$ cat src/rtl/wide_add_sequencer.sv
// Multi-precision add/subtract that reuses one 16-bit Brent-Kung adder for WORDS cycles, LSW first.
// Result and flags are registered and held in DONE until the consumer takes them.
`timescale 1ns/1ps

module bk_add16 (
  input  logic [15:0] a,
  input  logic [15:0] b,
  input  logic        cin,
  output logic [15:0] sum,
  output logic        cout
);
  logic [15:0] g, p, gg, pp;
  logic [16:0] c;

  always_comb begin
    g  = a & b;
    p  = a ^ b;
    gg = g;
    pp = p;
    // up-sweep builds power-of-two spans, down-sweep fills the remaining prefixes
    for (int d = 0; d < 4; d++) begin
      for (int i = 0; i < 16; i++) begin
        if ((i % (2 << d)) == (2 << d) - 1) begin
          gg[i] = gg[i] | (pp[i] & gg[i - (1 << d)]);
          pp[i] = pp[i] & pp[i - (1 << d)];
        end
      end
    end
    for (int d = 2; d >= 0; d--) begin
      for (int i = 0; i < 16; i++) begin
        if (i >= (2 << d) && (i % (2 << d)) == (1 << d) - 1) begin
          gg[i] = gg[i] | (pp[i] & gg[i - (1 << d)]);
          pp[i] = pp[i] & pp[i - (1 << d)];
        end
      end
    end
    c[0] = cin;
    for (int i = 0; i < 16; i++) begin
      c[i + 1] = gg[i] | (pp[i] & cin);
    end
    sum  = p ^ c[15:0];
    cout = c[16];
  end
endmodule

module wide_add_sequencer #(
  parameter int WORDS = 4
) (
  input  logic                  clk,
  input  logic                  rst_n,
  input  logic                  in_valid,
  output logic                  in_ready,
  input  logic [16*WORDS-1:0]   in_a,
  input  logic [16*WORDS-1:0]   in_b,
  input  logic                  in_sub,
  input  logic                  in_cin,
  output logic                  out_valid,
  input  logic                  out_ready,
  output logic [16*WORDS-1:0]   out_sum,
  output logic                  out_cout,
  output logic                  out_ovf,
  output logic                  busy
);
  localparam int W  = 16 * WORDS;
  localparam int IW = (WORDS > 1) ? $clog2(WORDS) : 1;

  typedef enum logic [1:0] {IDLE, RUN, DONE} state_t;

  state_t          state_q, state_d;
  logic [IW-1:0]   idx_q, idx_d;
  logic            cy_q, cy_d;
  logic [W-1:0]    a_q, a_d, b_q, b_d, sum_q, sum_d;
  logic            cout_q, cout_d, ovf_q, ovf_d;

  logic [15:0]     a_word, b_word, add_sum;
  logic            add_cout;

  bk_add16 u_add (
    .a    (a_word),
    .b    (b_word),
    .cin  (cy_q),
    .sum  (add_sum),
    .cout (add_cout)
  );

  always_comb begin
    a_word = '0;
    b_word = '0;
    for (int k = 0; k < WORDS; k++) begin
      if (idx_q == IW'(k)) begin
        a_word = a_q[16*k +: 16];
        b_word = b_q[16*k +: 16];
      end
    end
  end

  always_comb begin
    state_d = state_q;
    idx_d   = idx_q;
    cy_d    = cy_q;
    a_d     = a_q;
    b_d     = b_q;
    sum_d   = sum_q;
    cout_d  = cout_q;
    ovf_d   = ovf_q;
    case (state_q)
      IDLE: begin
        if (in_valid) begin
          a_d     = in_a;
          b_d     = in_sub ? ~in_b : in_b;
          cy_d    = in_sub ? 1'b1 : in_cin;
          idx_d   = '0;
          state_d = RUN;
        end
      end
      RUN: begin
        for (int k = 0; k < WORDS; k++) begin
          if (idx_q == IW'(k)) sum_d[16*k +: 16] = add_sum;
        end
        cy_d = add_cout;
        if (idx_q == IW'(WORDS - 1)) begin
          cout_d  = add_cout;
          ovf_d   = (a_word[15] == b_word[15]) & (add_sum[15] != a_word[15]);
          idx_d   = '0;
          state_d = DONE;
        end else begin
          idx_d = idx_q + 1'b1;
        end
      end
      DONE: begin
        if (out_ready) state_d = IDLE;
      end
      default: state_d = IDLE;
    endcase
  end

  always_ff @(posedge clk or negedge rst_n) begin
    if (!rst_n) begin
      state_q <= IDLE;
      idx_q   <= '0;
      cy_q    <= 1'b0;
      a_q     <= '0;
      b_q     <= '0;
      sum_q   <= '0;
      cout_q  <= 1'b0;
      ovf_q   <= 1'b0;
    end else begin
      state_q <= state_d;
      idx_q   <= idx_d;
      cy_q    <= cy_d;
      a_q     <= a_d;
      b_q     <= b_d;
      sum_q   <= sum_d;
      cout_q  <= cout_d;
      ovf_q   <= ovf_d;
    end
  end

  assign in_ready  = (state_q == IDLE);
  assign busy      = (state_q != IDLE);
  assign out_valid = (state_q == DONE);
  assign out_sum   = sum_q;
  assign out_cout  = cout_q;
  assign out_ovf   = ovf_q;
endmodule

$ cat config.mk
export PLATFORM = sky130hd
export DESIGN_NAME = wide_add_sequencer
export DESIGN_NICKNAME = d
export VERILOG_FILES = /design/src/rtl/wide_add_sequencer.sv
export SDC_FILE = /design/constraint.sdc
export NUM_CORES = 1
export LEC_CHECK = 0
export ABC_AREA = 1
export ABC_CLOCK_PERIOD_IN_PS = 5800
export BUFFER_PORTS_ARGS = -buffer_cell sky130_fd_sc_hd__clkbuf_2
export CAP_MARGIN = 10
export CORE_ASPECT_RATIO = 0.5
export CORE_MARGIN = 3
export CORE_UTILIZATION = 30
export DETAILED_ROUTE_END_ITERATION = 10
export PLACE_DENSITY = 0.46
export SYNTH_ARGS = -nofsm -noshare
export SYNTH_HDL_FRONTEND = slang
export SYNTH_SLANG_ARGS = --single-unit
$ cat constraint.sdc
create_clock -name clk -period 5.8 [get_ports clk]
set_input_delay 1.16 -clock clk [delete_from_list [all_inputs] [get_ports clk]]
set_output_delay 1.16 -clock clk [all_outputs]
set_load 0.005 [all_outputs]
# Word-level counts from Yosys, hierarchy flattened
# Index checks and enable logic that the tools add are counted.
# W data, S select, Z words.
# word_totals
regBits,199
# classes
reduce_logical,11
n_mux,19
eq_ne,10
bitwise,115
add_sub_neg,1
# ops
operator,count
$mux W16,8
$and A1 B1 Y1,69
$mux W64,1
$not A64 Y64,1
$or A1 B1 Y1,42
$xor A16 B16 Y16,2
$and A16 B16 Y16,1
$reduce_and A2 Y1,6
$mux W2,5
$eq A2 B2 Y1 const B,3
$pmux W2 S3,1
$eq A2 B1 Y1 const B,2
$logic_not A2 Y1,2
$ne A2 B2 Y1 const B,2
$pmux W2 S2,1
$reduce_bool A2 Y1,2
$reduce_and A3 Y1,1
$add A2 B1 Y2 const B,1
$mux W1,2
$ne A2 B1 Y1 const B,1
$pmux W1 S2,1
$eq A1 B1 Y1,1
$ne A1 B1 Y1,1

# Longest topological paths before layout
# Gate-level depths: netlist of run 1.
# depth
word_depth,22
ltp_mapped,25
mapped_depth_nobuf,24

# Cells and area by module
# Synthesis of run 1 repeated with hierarchy kept, for this count alone.
# hier_totals
cells_unflattened,1140
area_unflattened_um2,9641.7
# by_module_without_submodules
module,instances,area_per_inst_um2,cells_per_inst
wide_add_sequencer,1,8986.1,1042
bk_add16,1,655.6,98

# Worst setup path before layout of run 1
# OpenSTA, ideal clock, no wires.
# synth_path
kind,register to register
startpoint,reg idx_q[0]
endpoint,"reg sum_q[15], in the netlist out_sum[15]"
setup_slack_ns,2.872
setup_ns,0.118
arrival_time_ns,2.810
t_required_ns,5.682
stages_incl_launch_ff,23
cell_sequence,dfrtp_1 -> inv_1 -> ha_1 -> buf_2 -> inv_1 -> buf_2 -> buf_2 -> nand2_1 -> o21ai_0 -> a21oi_1 -> ha_1 -> nand2_2 -> inv_1 -> a21oi_2 -> nand3_2 -> nand2_2 -> nand2_4 -> nand2_4 -> nand2_4 -> nand2_4 -> nand3_2 -> nand3_1 -> nand2_1
# synth_between
elab_chain_cells,20
# synth_rtl
item,line,source
start: declaration,70,"logic [IW-1:0] idx_q, idx_d;"
start signal: assignment,149,idx_q <= idx_d;
$logic_not A2 Y1,"90, 118",
$mux W16 (4 in series),90,if (idx_q == IW'(k)) begin
$xor A16 B16 Y16 / $and A16 B16 Y16 (equally long branches),"17, 16",
$and A1 B1 Y1,24,gg[i] = gg[i] | (pp[i] & gg[i - (1 << d)]);
$or A1 B1 Y1,24,
$and A1 B1 Y1,24,
$or A1 B1 Y1,24,
$and A1 B1 Y1,24,
$or A1 B1 Y1,24,
$and A1 B1 Y1,32,gg[i] = gg[i] | (pp[i] & gg[i - (1 << d)]);
$or A1 B1 Y1,32,
$and A1 B1 Y1,32,
$or A1 B1 Y1,32,
$and A1 B1 Y1,32,
$or A1 B1 Y1,32,
$or A1 B1 Y1,39,c[i + 1] = gg[i] | (pp[i] & cin);
$xor A16 B16 Y16,41,sum = p ^ c[15:0];
end signal: assignment,153,sum_q <= sum_d;
end: declaration,72,"logic [W-1:0] a_q, a_d, b_q, b_d, sum_q, sum_d;"
# Several ways; a longest one is shown, not always the timed one.
# A chain may end at the register's enable or synchronous reset.

# Worst setup path after layout of run 1
# layout_path
startpoint,reg idx_q[1]
endpoint,"reg sum_q[55], in the netlist out_sum[55]"
# layout_between
elab_chain_cells,16
# layout_rtl
item,line
$logic_not A2 Y1,90
$mux W16 (4 in series),90
$xor A16 B16 Y16 / $and A16 B16 Y16 (equally long branches),"17, 16"
$and A1 B1 Y1,24
$or A1 B1 Y1,24
$and A1 B1 Y1,24
$or A1 B1 Y1,24
$and A1 B1 Y1,32
$or A1 B1 Y1,32
$and A1 B1 Y1,32
$or A1 B1 Y1,32
$or A1 B1 Y1,39
$xor A16 B16 Y16,41
# Several ways; a longest one is shown, not always the timed one.

==> results of run 1 <==
-- final cells by class --
cell class	instances	area, sq um	area share [%]
Multi-Input combinational cell	824	4250	36.9
Timing Repair Buffer	209	1090	9.44
Clock inverter	11	87.6	0.760
Sequential cell	199	4980	43.2
Inverter	35	131	1.14
Clock buffer	19	453	3.93
Tap cell	423	529	4.59
-- synth_stat cells, types with 2 or more instances --
library cell / instances / area share [%]
a21oi_1: 60 / 3.1
a21oi_2: 2 / 0.18
a221oi_1: 11 / 1.0
a22oi_1: 4 / 0.31
buf_1: 4 / 0.16
buf_2: 24 / 1.2
buf_4: 7 / 0.54
clkbuf_1: 30 / 1.2
clkinv_1: 2 / 0.078
dfrtp_1: 199 / 52
ha_1: 20 / 2.6
inv_1: 28 / 1.1
inv_2: 5 / 0.19
nand2_1: 428 / 17
nand2_2: 11 / 0.71
nand2_4: 7 / 0.82
nand3_1: 16 / 0.83
nand3_2: 4 / 0.41
nor2_1: 39 / 1.5
nor2_4: 7 / 0.82
o21a_1: 2 / 0.16
o21ai_0: 92 / 4.8
o21ai_1: 24 / 1.2
o31ai_1: 13 / 1.0
xnor2_1: 65 / 5.9
xnor2_2: 3 / 0.51
xor2_1: 6 / 0.54
-- worst max-delay path by stage --
| stage | startpoint | to | slack, ns |
|---|---|---|---|
| 2_1_floorplan | idx_q[0]$_DFFE_PN0P_ | out_sum[15]$_DFFE_PN0P_ | 2.87 |
| 3_3_place_gp | idx_q[0]$_DFFE_PN0P_ | out_sum[55]$_DFFE_PN0P_ | 1.58 |
| 3_5_place_dp | idx_q[1]$_DFFE_PN0P_ | out_sum[5]$_DFFE_PN0P_ | 1.45 |
| 4_1_cts | idx_q[1]$_DFFE_PN0P_ | out_sum[55]$_DFFE_PN0P_ | 1.45 |
| 5_1_grt | idx_q[1]$_DFFE_PN0P_ | out_sum[5]$_DFFE_PN0P_ | 1.17 |
| 6_report | idx_q[1]$_DFFE_PN0P_ | out_sum[55]$_DFFE_PN0P_ | 1.46 |
-- worst max-delay path: cells and delay by family, from the launching register on --
kind | cells | cell delay, ns
simple gates | 7 | 1.29
fa+ha+maj | 2 | 0.48
compound gates | 6 | 1.01
buf+inv | 4 | 0.69
xor+xnor | 1 | 0.34
flops | 1 | 0.38
-- per-stage QoR --
stage / hold slack (ns) / setup WS [ns] / std cells / instance area [sq um]
after floorplan: 0.444 / 2.87 / 1123 / 9660
after global routing: 0.505 / 1.17 / 1720 / 11500
after detailed placement: 0.462 / 1.45 / 1690 / 11000
final: 0.475 / 1.46 / 1720 / 11500
after CTS: 0.481 / 1.45 / 1720 / 11500
after global placement: 0.461 / 1.58 / 1690 / 11000
-- power groups by stage --
stage          Sequential [mW]  Combinational (mW)  Clock [mW]
2_1_floorplan             2.37                2.79           0
3_3_place_gp              2.50                4.14           0
3_5_place_dp              2.50                4.19           0
4_1_cts                   2.48                4.21        1.17
5_1_grt                   2.55                4.70        1.23
6_report                  2.48                4.15        1.14
-- routing by layer --
layer | vias up | share of wire, % | track usage (%)
met2 | 164 | 45 | 26.7
li1 | 3939 | - | -
met5 | - | 0 | 0
met3 | 23 | 5.0 | 3.92
met1 | 3873 | 49 | 25.2
met4 | 0 | 1.2 | 4.38
-- flip-flops by register name, summed over array words and instances, names as in the netlist --
name and count:
a_q 64, b_q 64, out_sum 64, idx_q 2, state_q 2, cy_q 1, out_cout 1, out_ovf 1
-- cells by family (layout without fill, tap and decap cells) --
| group | count (synthesis) | count (layout) | share of synthesized area, % |
|---|---|---|---|
| and+or+nand+nor | 518 | 518 | 22.2 |
| AOI/OAI and AO/OA | 211 | 211 | 12.0 |
| DFF | 199 | 199 | 51.6 |
| buffers and inverters | 100 | 274 | 4.47 |
| xor gates and xnor gates | 74 | 74 | 6.95 |
| adders and majority gates | 21 | 21 | 2.80 |
==> impl_metrics.csv, run 1 <==
group,metric,value,unit
routing,drc,0,
worst_setup_path,worst_setup_path_start_kind,"register",
final_layout,final_core_util,37.1,%
final_layout,fillCellCount,3274,
routing,vias_per_cell,4.65,
timing,min_period_over_period,74.8,%
worst_setup_path,cpMaxStageDelayCell,"nor2_2",
power,p_int,3.99,mW
power,ir_drop,0.286,mV
grt,grt_max_degree,116,
run,drv_cap,0,
routing,drt_first_pass_iters,5,
placement,place_congestion,0.836,
worst_setup_path,reg2reg_from,"idx_q[1]$_DFFE_PN0P_",
grt,grt.total_usage,17.5,%
power,clockPowerShare,14.7,%
timing,slew_headroom,30.9,%
power,swShare,48.7,%
worst_setup_path,cp_max_fo,34,
routing,drtIter0Drc,564,
timing,final.setup.tns,0,ns
logic_synthesis,synth.cell_area,9660,sq um
power,finalPower,7.77,mW
worst_setup_path,required,6.11,ns
routing,wl_per_cell,17.1,um
grt,grt_antenna_before_repair,0,
power,switchingPower,3.78,mW
grt,grt_overflow,0,
clock_tree,cts_buffers,17,
logic_synthesis,synth_cells,1123,
placement,port_buffers,202,
logic_synthesis,ys.flop_type,"dfrtp_1",
floorplan,start_util,31.1,%
min_path,hold_path.class,"reg2reg",
routing,routed_wl,29400,um
clock_tree,cts.sinks,199,
timing,timing.final.crit_period,4.34,ns
clock_tree,clockBufferDepth,2,
logic_synthesis,async_reset_ff_share,100,%
routing,detail-route-antenna-nets,0,
logic_synthesis,synth_edf_count,0,
clock_tree,cts_tree,"yes",
run_status,status,"completed",
worst_setup_path,regToRegEndpoint,"out_sum[55]$_DFFE_PN0P_",
timing,hold_viol_final,0,
clock_tree,cts-hold-fix-buffers,0,
clock_tree,cts_resized,0,
floorplan,core,31000,sq um
worst_setup_path,crit_type,"reg2reg",
worst_setup_path,cp_slowest_stage_delay,0.77,ns
min_path,worstHoldStart,"out_sum[0]$_DFFE_PN0P_",
final_layout,fin_nets,1441,
placement,dpl.hpwl,22200,um
timing,grt_setup_unrepaired,"no",
logic_synthesis,ys_ff_latch,199,
worst_setup_path,path_cells,"inv_1 -> ha_1 -> buf_4 -> nor2_2 -> buf_4 -> nand2_1 -> a21oi_1 -> a21oi_1 -> a21oi_1 -> ha_1 -> nand2_2 -> inv_2 -> nand2_1 -> nand2_1 -> a21oi_2 -> nor2_1 -> o21ai_2 -> nand2_2 -> xnor2_2 -> o21ai_1",
logic_synthesis,avgSynthCellArea,8.60,sq um
worst_setup_path,r2r_slack,1.46,ns
worst_setup_path,critPathCaptureType,"register",
final_layout,final_cell_mix,"nand2_1, clkbuf_2, dfrtp_1",
floorplan,io_pins,203,
clock_tree,post_cts.repair.setup_buffers,0,
grt,grt_pass1_vias,7959,
logic_synthesis,yosysWarningCount,0,
worst_setup_path,critical_path_arrival,4.65,ns
final_layout,diodes,0,
timing,slew_viol_final,0,
logic_synthesis,ys_seq_area_share,51.6,%
logic_synthesis,syn-num-nets,1278,
floorplan,fp.dieW,260,um
grt,grt_pass1_wl,46000,um
clock_tree,cts-root-buf,"clkbuf_16",
power,cellPowerDensity,675,nW/um^2
min_path,holdPathStages,2,
power,p_leak,5.83,nW
min_path,hold_end,"out_sum[0]$_DFFE_PN0P_",
worst_setup_path,r2r_cells,20,
timing,tightest_slew,1.04,ns
logic_synthesis,ys_types,37,
floorplan,die-area,34500,sq um
timing,clock.fmax,230,MHz
power,comb_power_share,53.5,%
floorplan,die_y,133,um
timing,finalSetupViolCount,0,
final_layout,drive_above_1_share,21.8,%
final_layout,area_delta_synth_final,19.3,%
final_layout,layout_commonest_cell,"nand2_1",
timing,fin_skew,0.0109,ns
power,p_seq_share,31.9,%
clock_tree,clk_pin_slew,0.07,ns
clock_tree,htree_levels,4,
routing,via_count,7999,
clock_tree,clkLatencyLatePin,0.46,ns
floorplan,num_rows,45,
Power figures use the tool's default switching activity.
==> run 2, diff against run 1 <==
- ABC_CLOCK_PERIOD_IN_PS: 5800 -> 3800
- PLACE_DENSITY: 0.46 -> 0.48
- clock period: 5.8 -> 3.8 ns (I/O delays scaled with it)
==> run 2 against run 1 <==
  * First-iteration DRC count rose by 9.6%
  * Global-route usage fell by 0.24 points
  * Cell count rose by 0.70%
  * Power rose by 55%
  * Hold slack got worse by 0.055 ns
  * Setup slack got worse by 1.1 ns
  * Critical endpoint is now out_sum[58]$_DFFE_PN0P_
  * Critical path depth fell by 2
  * Maximum frequency rose by 25%
  * Die area did not move
  * Final area rose by 1.4%
  * Largest cell class unchanged
==> impl_metrics.csv, run 2 (synthesized netlist as in run 1, its figures left out) <==
group,metric,value,unit
routing,drc,0,
floorplan,die-area,34500,sq um
timing,grt_setup_unrepaired,"no",
timing,final.setup.tns,0,ns
timing,finalSetupViolCount,0,
floorplan,fp.dieW,260,um
timing,min_period_over_period,91.1,%
timing,setup_slack,0.339,ns
placement,place_congestion,0.848,
grt,top_usage_layer,"met2",
floorplan,die_y,133,um
timing,fin_skew,0.0146,ns
run,drv_cap,0,
clock_tree,cts_resized,0,
grt,grt.total_usage,17.3,%
worst_setup_path,crit_type,"reg2reg",
worst_setup_path,r2r_slack,0.34,ns
worst_setup_path,critPathCaptureType,"register",
grt,grt_max_degree,194,
placement,post-place-ws,0.342,ns
floorplan,start_util,31.1,%
timing,timing.final.crit_period,3.46,ns
placement,dpl.hpwl,21900,um
clock_tree,htree_levels,4,
power,ir_drop,0.442,mV
clock_tree,post_cts.repair.setup_buffers,0,
clock_tree,cts.sinks,199,
power,cellPowerDensity,1030,nW/um^2
final_layout,fin_area,11700,sq um
final_layout,area_delta_synth_final,21.0,%
routing,wl_per_cell,16.9,um
routing,routed_wl,29300,um
clock_tree,clockBufferDepth,2,
grt,grt_pass1_vias,7894,
worst_setup_path,crit_family,"compound AO/OA/AOI/OAI gates",
floorplan,num_rows,45,
min_path,hold_path.class,"in2async",
floorplan,io_pins,203,
clock_tree,clkLatencyLatePin,0.45,ns
timing,slew_headroom,30.9,%
worst_setup_path,cp_max_fo,32,
worst_setup_path,worst-path-buf-inv,4,
clock_tree,clk_pin_slew,0.08,ns
final_layout,drive_above_1_share,22.6,%
grt,grt_pass1_wl,45700,um
routing,drtIter0Drc,618,
placement,place_area,11100,sq um
power,p_leak,5.90,nW
final_layout,final_cell_mix,"nand2_1, clkbuf_2, dfrtp_1",
worst_setup_path,worst_setup_path_start_kind,"register",
clock_tree,cts_buffers,17,
worst_setup_path,required,4.10,ns
worst_setup_path,path_cells,"inv_1 -> ha_1 -> inv_1 -> nor2_2 -> buf_12 -> a221oi_1 -> o31ai_1 -> ha_1 -> nand2_2 -> inv_1 -> a21oi_2 -> nand3_2 -> nand2_2 -> nand2_1 -> nand2_2 -> nand2_4 -> xnor2_2 -> o21ai_1",
run_status,status,"completed",
routing,vias_per_cell,4.60,
grt,grt_overflow,0,
timing,hold_viol_final,0,
final_layout,layout_commonest_cell,"nand2_1",
clock_tree,cts-root-buf,"clkbuf_16",
timing,slew_viol_final,0,
routing,drt_first_pass_iters,5,
clock_tree,cts-hold-fix-buffers,0,
clock_tree,cts_tree,"yes",
worst_setup_path,cp_slowest_stage_delay,0.58,ns
grt,grt_util_met2,26.3,%
final_layout,fin_nets,1451,
floorplan,core,31000,sq um
grt,grt_antenna_before_repair,1,
timing,clock.fmax,289,MHz
placement,port_buffers,202,
grt,use_met3,3.12,%
grt,use_met1,25.2,%
routing,detail-route-antenna-nets,0,
timing,tightest_slew,1.04,ns
worst_setup_path,critical_path_arrival,3.76,ns
worst_setup_path,cpMaxStageDelayCell,"a221oi_1",
routing,via_count,7963,
## run 2: changes by cell type in the layout (fill, tap and decap cells not counted), moves of 2 or more
cell        previous run  this run
buf_12                 1         4
buf_4                  7        14
clkinv_2               3         1
clkinvlp_4             0         3
inv_6                  6         4
## run 2: power breakdown
group          internal [mW]  switching (mW)  total, mW  leakage, nW
logic                   2.21            4.25       6.46         3.14
clock network          0.940           0.874       1.81        0.276
registers               3.13           0.633       3.77         2.48
## run 2: layer usage
| layer | vias up | part of all wire, % |
|---|---|---|
| met1 | 3829 | 49 |
| met4 | 0 | 1.3 |
| li1 | 3955 | - |
| met2 | 158 | 45 |
| met5 | - | 0 |
| met3 | 21 | 4.2 |
## run 2: final timing paths
path,startpoint,end,depth (start not counted)
min in group clk,out_sum[17]$_DFFE_PN0P_,out_sum[17]$_DFFE_PN0P_,2
worst max-delay path,idx_q[0]$_DFFE_PN0P_,out_sum[58]$_DFFE_PN0P_,18
worst min-delay path,rst_n,out_sum[28]$_DFFE_PN0P_,1
worst max register to register,idx_q[0]$_DFFE_PN0P_,out_sum[58]$_DFFE_PN0P_,18
worst min register to register,out_sum[17]$_DFFE_PN0P_,out_sum[17]$_DFFE_PN0P_,2
max in group asynchronous,rst_n,b_q[55]$_DFFE_PN0P_,2
## run 2: area by class of cell
class,count,area [sq um]
clock inverters,13,140
flip-flops and latches,199,4980
repair buffers,219,1200
fillers,3242,19300
inverters,35,131
multi-input cells,824,4260
clock buffers,18,439
well taps,423,529
diodes,1,2.50
## run 2: worst register-to-register path, stage by stage (launching register included)
cell and delay, ns:
dfrtp_1 0.41, inv_1 0.09, ha_1 0.20, inv_1 0.13
nor2_2 0.07, buf_12 0.17, a221oi_1 0.59, o31ai_1 0.22
ha_1 0.37, nand2_2 0.10, inv_1 0.05, a21oi_2 0.16
nand3_2 0.15, nand2_2 0.09, nand2_1 0.06, nand2_2 0.08
nand2_4 0.06, xnor2_2 0.23, o21ai_1 0.08
## run 2: per-stage QoR
step	power (mW)	cells	hold slack [ns]	utilization (%)
after floorplan	7.88	1123	0.444	-
after global routing	13.1	1732	0.489	37.6
after CTS	12.1	1731	0.475	37.6
after global placement	10.2	1700	0.457	35.8
after detailed placement	10.3	1700	0.461	35.8
final	12.0	1732	0.420	37.6
==> run 3, diff against run 2 <==
- ABC_AREA: 1 -> not set
==> run 3 against run 2 <==
  * Area after synthesis is 0.12% higher
  * Power is 5.5% lower
  * Sequential power about the same
  * Combinational power shrank 11%
  * Clock skew decreased by 0.0037 ns
  * Cell count up 1.7%
  * Die area is 0.11% higher
  * Maximum frequency decreased by 2.4%
  * Setup slack worse by 0.084 ns
  * Routed wire length up 1.3%
  * Via count up 3.2%
  * Flip-flop and latch count did not move
  * Critical endpoint is now out_sum[15]$_DFFE_PN0P_
  * Largest cell class unchanged
==> impl_metrics.csv, run 3 <==
group,metric,value,unit
run_status,status,"completed",
logic_synthesis,synth.cell_area,9670,sq um
worst_setup_path,crit_type,"reg2reg",
routing,via_count,8221,
worst_setup_path,worst-path-buf-inv,2,
timing,grt_setup_unrepaired,"no",
placement,place_area,11200,sq um
logic_synthesis,yosysMostFrequentCell,"nand2_1",
power,p_int,6.24,mW
timing,clock.fmax,282,MHz
worst_setup_path,r2r_cells,16,
worst_setup_path,cp.depth,16,
final_layout,drive_above_1_share,21.1,%
floorplan,die_y,133,um
routing,wl_per_cell,16.8,um
worst_setup_path,cp_slowest_stage_delay,0.43,ns
placement,port_buffers,202,
timing,fin_skew,0.0109,ns
placement,place_congestion,0.886,
final_layout,final_cell_mix,"nand2_1, clkbuf_2, dfrtp_1",
logic_synthesis,ys_types,44,
logic_synthesis,synth_area_leader_cell,"dfrtp_1",
routing,drtIter0Drc,624,
logic_synthesis,synth_commonest_cells,"nand2_1, dfrtp_1, o21ai_0, nor2_1, a21oi_1",
placement,post-place-ws,0.0737,ns
worst_setup_path,path_cells,"inv_1 -> ha_1 -> buf_12 -> nand2_1 -> nor2_1 -> a21oi_1 -> nor2_1 -> a21oi_2 -> o21ai_0 -> ha_1 -> nand2_1 -> o21ai_1 -> a2111o_1 -> a21oi_2 -> o21ai_1 -> a31oi_1",
final_layout,fin_area,11900,sq um
routing,vias_per_cell,4.67,
clock_tree,clk_pin_slew,0.07,ns
worst_setup_path,r2r_slack,0.26,ns
logic_synthesis,syn-num-nets,1311,
worst_setup_path,cp-startpoint,"idx_q[1]$_DFFE_PN0P_",
power,finalPower,11.4,mW
power,ir_drop,0.392,mV
floorplan,num_rows,45,
grt,grt_overflow,0,
clock_tree,cts_tree,"yes",
final_layout,diodes,0,
logic_synthesis,avgSynthCellArea,8.36,sq um
logic_synthesis,yosysWarningCount,0,
worst_setup_path,required,4.17,ns
final_layout,layout_commonest_cell,"nand2_1",
timing,hold_slack,0.364,ns
power,p_leak,5.78,nW
logic_synthesis,ys_ff_latch,199,
power,p_seq_share,32.8,%
clock_tree,clkLatencyLatePin,0.45,ns
power,swShare,45.1,%
clock_tree,htree_levels,4,
floorplan,core,31000,sq um
clock_tree,cts_buffers,17,
worst_setup_path,regToRegEndpoint,"out_sum[15]$_DFFE_PN0P_",
power,switchingPower,5.13,mW
power,clockPowerShare,16.9,%
routing,drt_first_pass_iters,5,
clock_tree,cts.sinks,199,
worst_setup_path,cpMaxStageDelayCell,"a2111o_1",
logic_synthesis,yosys.area.top_type_share,51.5,%
worst_setup_path,critical_path_arrival,3.91,ns
power,comb_power_share,50.3,%
logic_synthesis,ys.flop_type,"dfrtp_1",
logic_synthesis,ys_seq_area_share,51.5,%
clock_tree,clockBufferDepth,2,
grt,grt_pass1_wl,46500,um
timing,timing.final.crit_period,3.54,ns
placement,dpl.hpwl,22500,um
timing,finalSetupViolCount,0,
timing,setup_slack,0.256,ns
logic_synthesis,synth_cells,1156,
grt,grt_max_degree,87,
clock_tree,cts-root-buf,"clkbuf_16",
timing,slew_viol_final,0,
worst_setup_path,critPathCaptureType,"register",
logic_synthesis,synth_edf_count,0,
final_layout,area_delta_synth_final,22.9,%
worst_setup_path,worst_setup_path_start_kind,"register",
worst_setup_path,crit_family,"compound AO/OA/AOI/OAI gates",
final_layout,final_core_util,38.3,%
floorplan,start_util,31.2,%
final_layout,stdcell_count,1762,
timing,hold_viol_final,0,
min_path,hold_path.class,"in2async",
timing,slew_headroom,48.6,%
floorplan,fp.dieW,260,um
power,cellPowerDensity,958,nW/um^2
timing,tightest_slew,0.772,ns
grt,grt_pass1_vias,8158,
final_layout,fin_nets,1481,
worst_setup_path,cp_max_fo,32,
placement,dp_cells,1729,
routing,drc,0,
worst_setup_path,crit_path_end,"out_sum[15]$_DFFE_PN0P_",
grt,grt.total_usage,17.6,%
logic_synthesis,async_reset_ff_share,100,%
floorplan,io_pins,203,
timing,final.setup.tns,0,ns
run,drv_cap,0,
routing,routed_wl,29600,um
timing,min_period_over_period,93.3,%
floorplan,die-area,34500,sq um
worst_setup_path,reg2reg_from,"idx_q[1]$_DFFE_PN0P_",
grt,grt_antenna_before_repair,1,
routing,detail-route-antenna-nets,0,
logic_synthesis,synth_area_leaders,"dfrtp_1, nand2_1, o21ai_0",
run 3: layout make-up:
class                      instances  area (sq um)
multi-input combinational        873          4430
tap                              423           529
fill                            3201         19100
inverter                           6          22.5
clock buffer                      20           467
timing repair buffer             229          1300
clock inverter                    12           146
sequential                       199          4980
run 3: kinds of logic after synthesis:
kind of cell	Yosys count	share of synthesized area (%)
flip-flops	199	51.5
AND/OR/NAND/NOR	512	20.8
AO/OA/AOI/OAI	262	14.5
buffers and inverters	84	3.30
XOR/XNOR	76	6.89
adder cells (fa/ha/maj)	21	2.80
multiplexers	2	0.220
run 3: worst min path at each step:
| stage | start | to | slack, ns |
|---|---|---|---|
| final | rst_n | a_q[22]$_DFFE_PN0P_ | 0.36 |
| after global routing | rst_n | a_q[30]$_DFFE_PN0P_ | 0.41 |
| after CTS | rst_n | a_q[4]$_DFFE_PN0P_ | 0.39 |
| after detailed placement | a_q[41]$_DFFE_PN0P_ | a_q[41]$_DFFE_PN0P_ | 0.46 |
| after global placement | a_q[42]$_DFFE_PN0P_ | a_q[42]$_DFFE_PN0P_ | 0.46 |
| after floorplan | a_q[0]$_DFFE_PN0P_ | a_q[0]$_DFFE_PN0P_ | 0.45 |
run 3: metal layers:
layer  up-vias  global-route usage, %  routed length [um]
li1       4104                      -                   -
met1      3947                   25.2               14400
met2       150                   27.0               13500
met3        20                   4.17                1410
met4         0                   3.67                 335
met5         -                      0                   0
run 3: what timing repair did:
item	4_1_cts	5_1_grt
endpoints found under the setup margin	0	29
resized for setup	0	14
hold buffers	0	0
setup buffers	0	1
run 3: power groups by stage:
stage / clock, mW / combinational, mW / sequential [mW]
finish: 1.92 / 5.72 / 3.74
global route: 2.08 / 6.51 / 3.86
CTS: 1.98 / 5.68 / 3.74
detailed placement: 0 / 5.66 / 3.78
global placement: 0 / 5.56 / 3.77
floorplan: 0 / 3.52 / 3.58
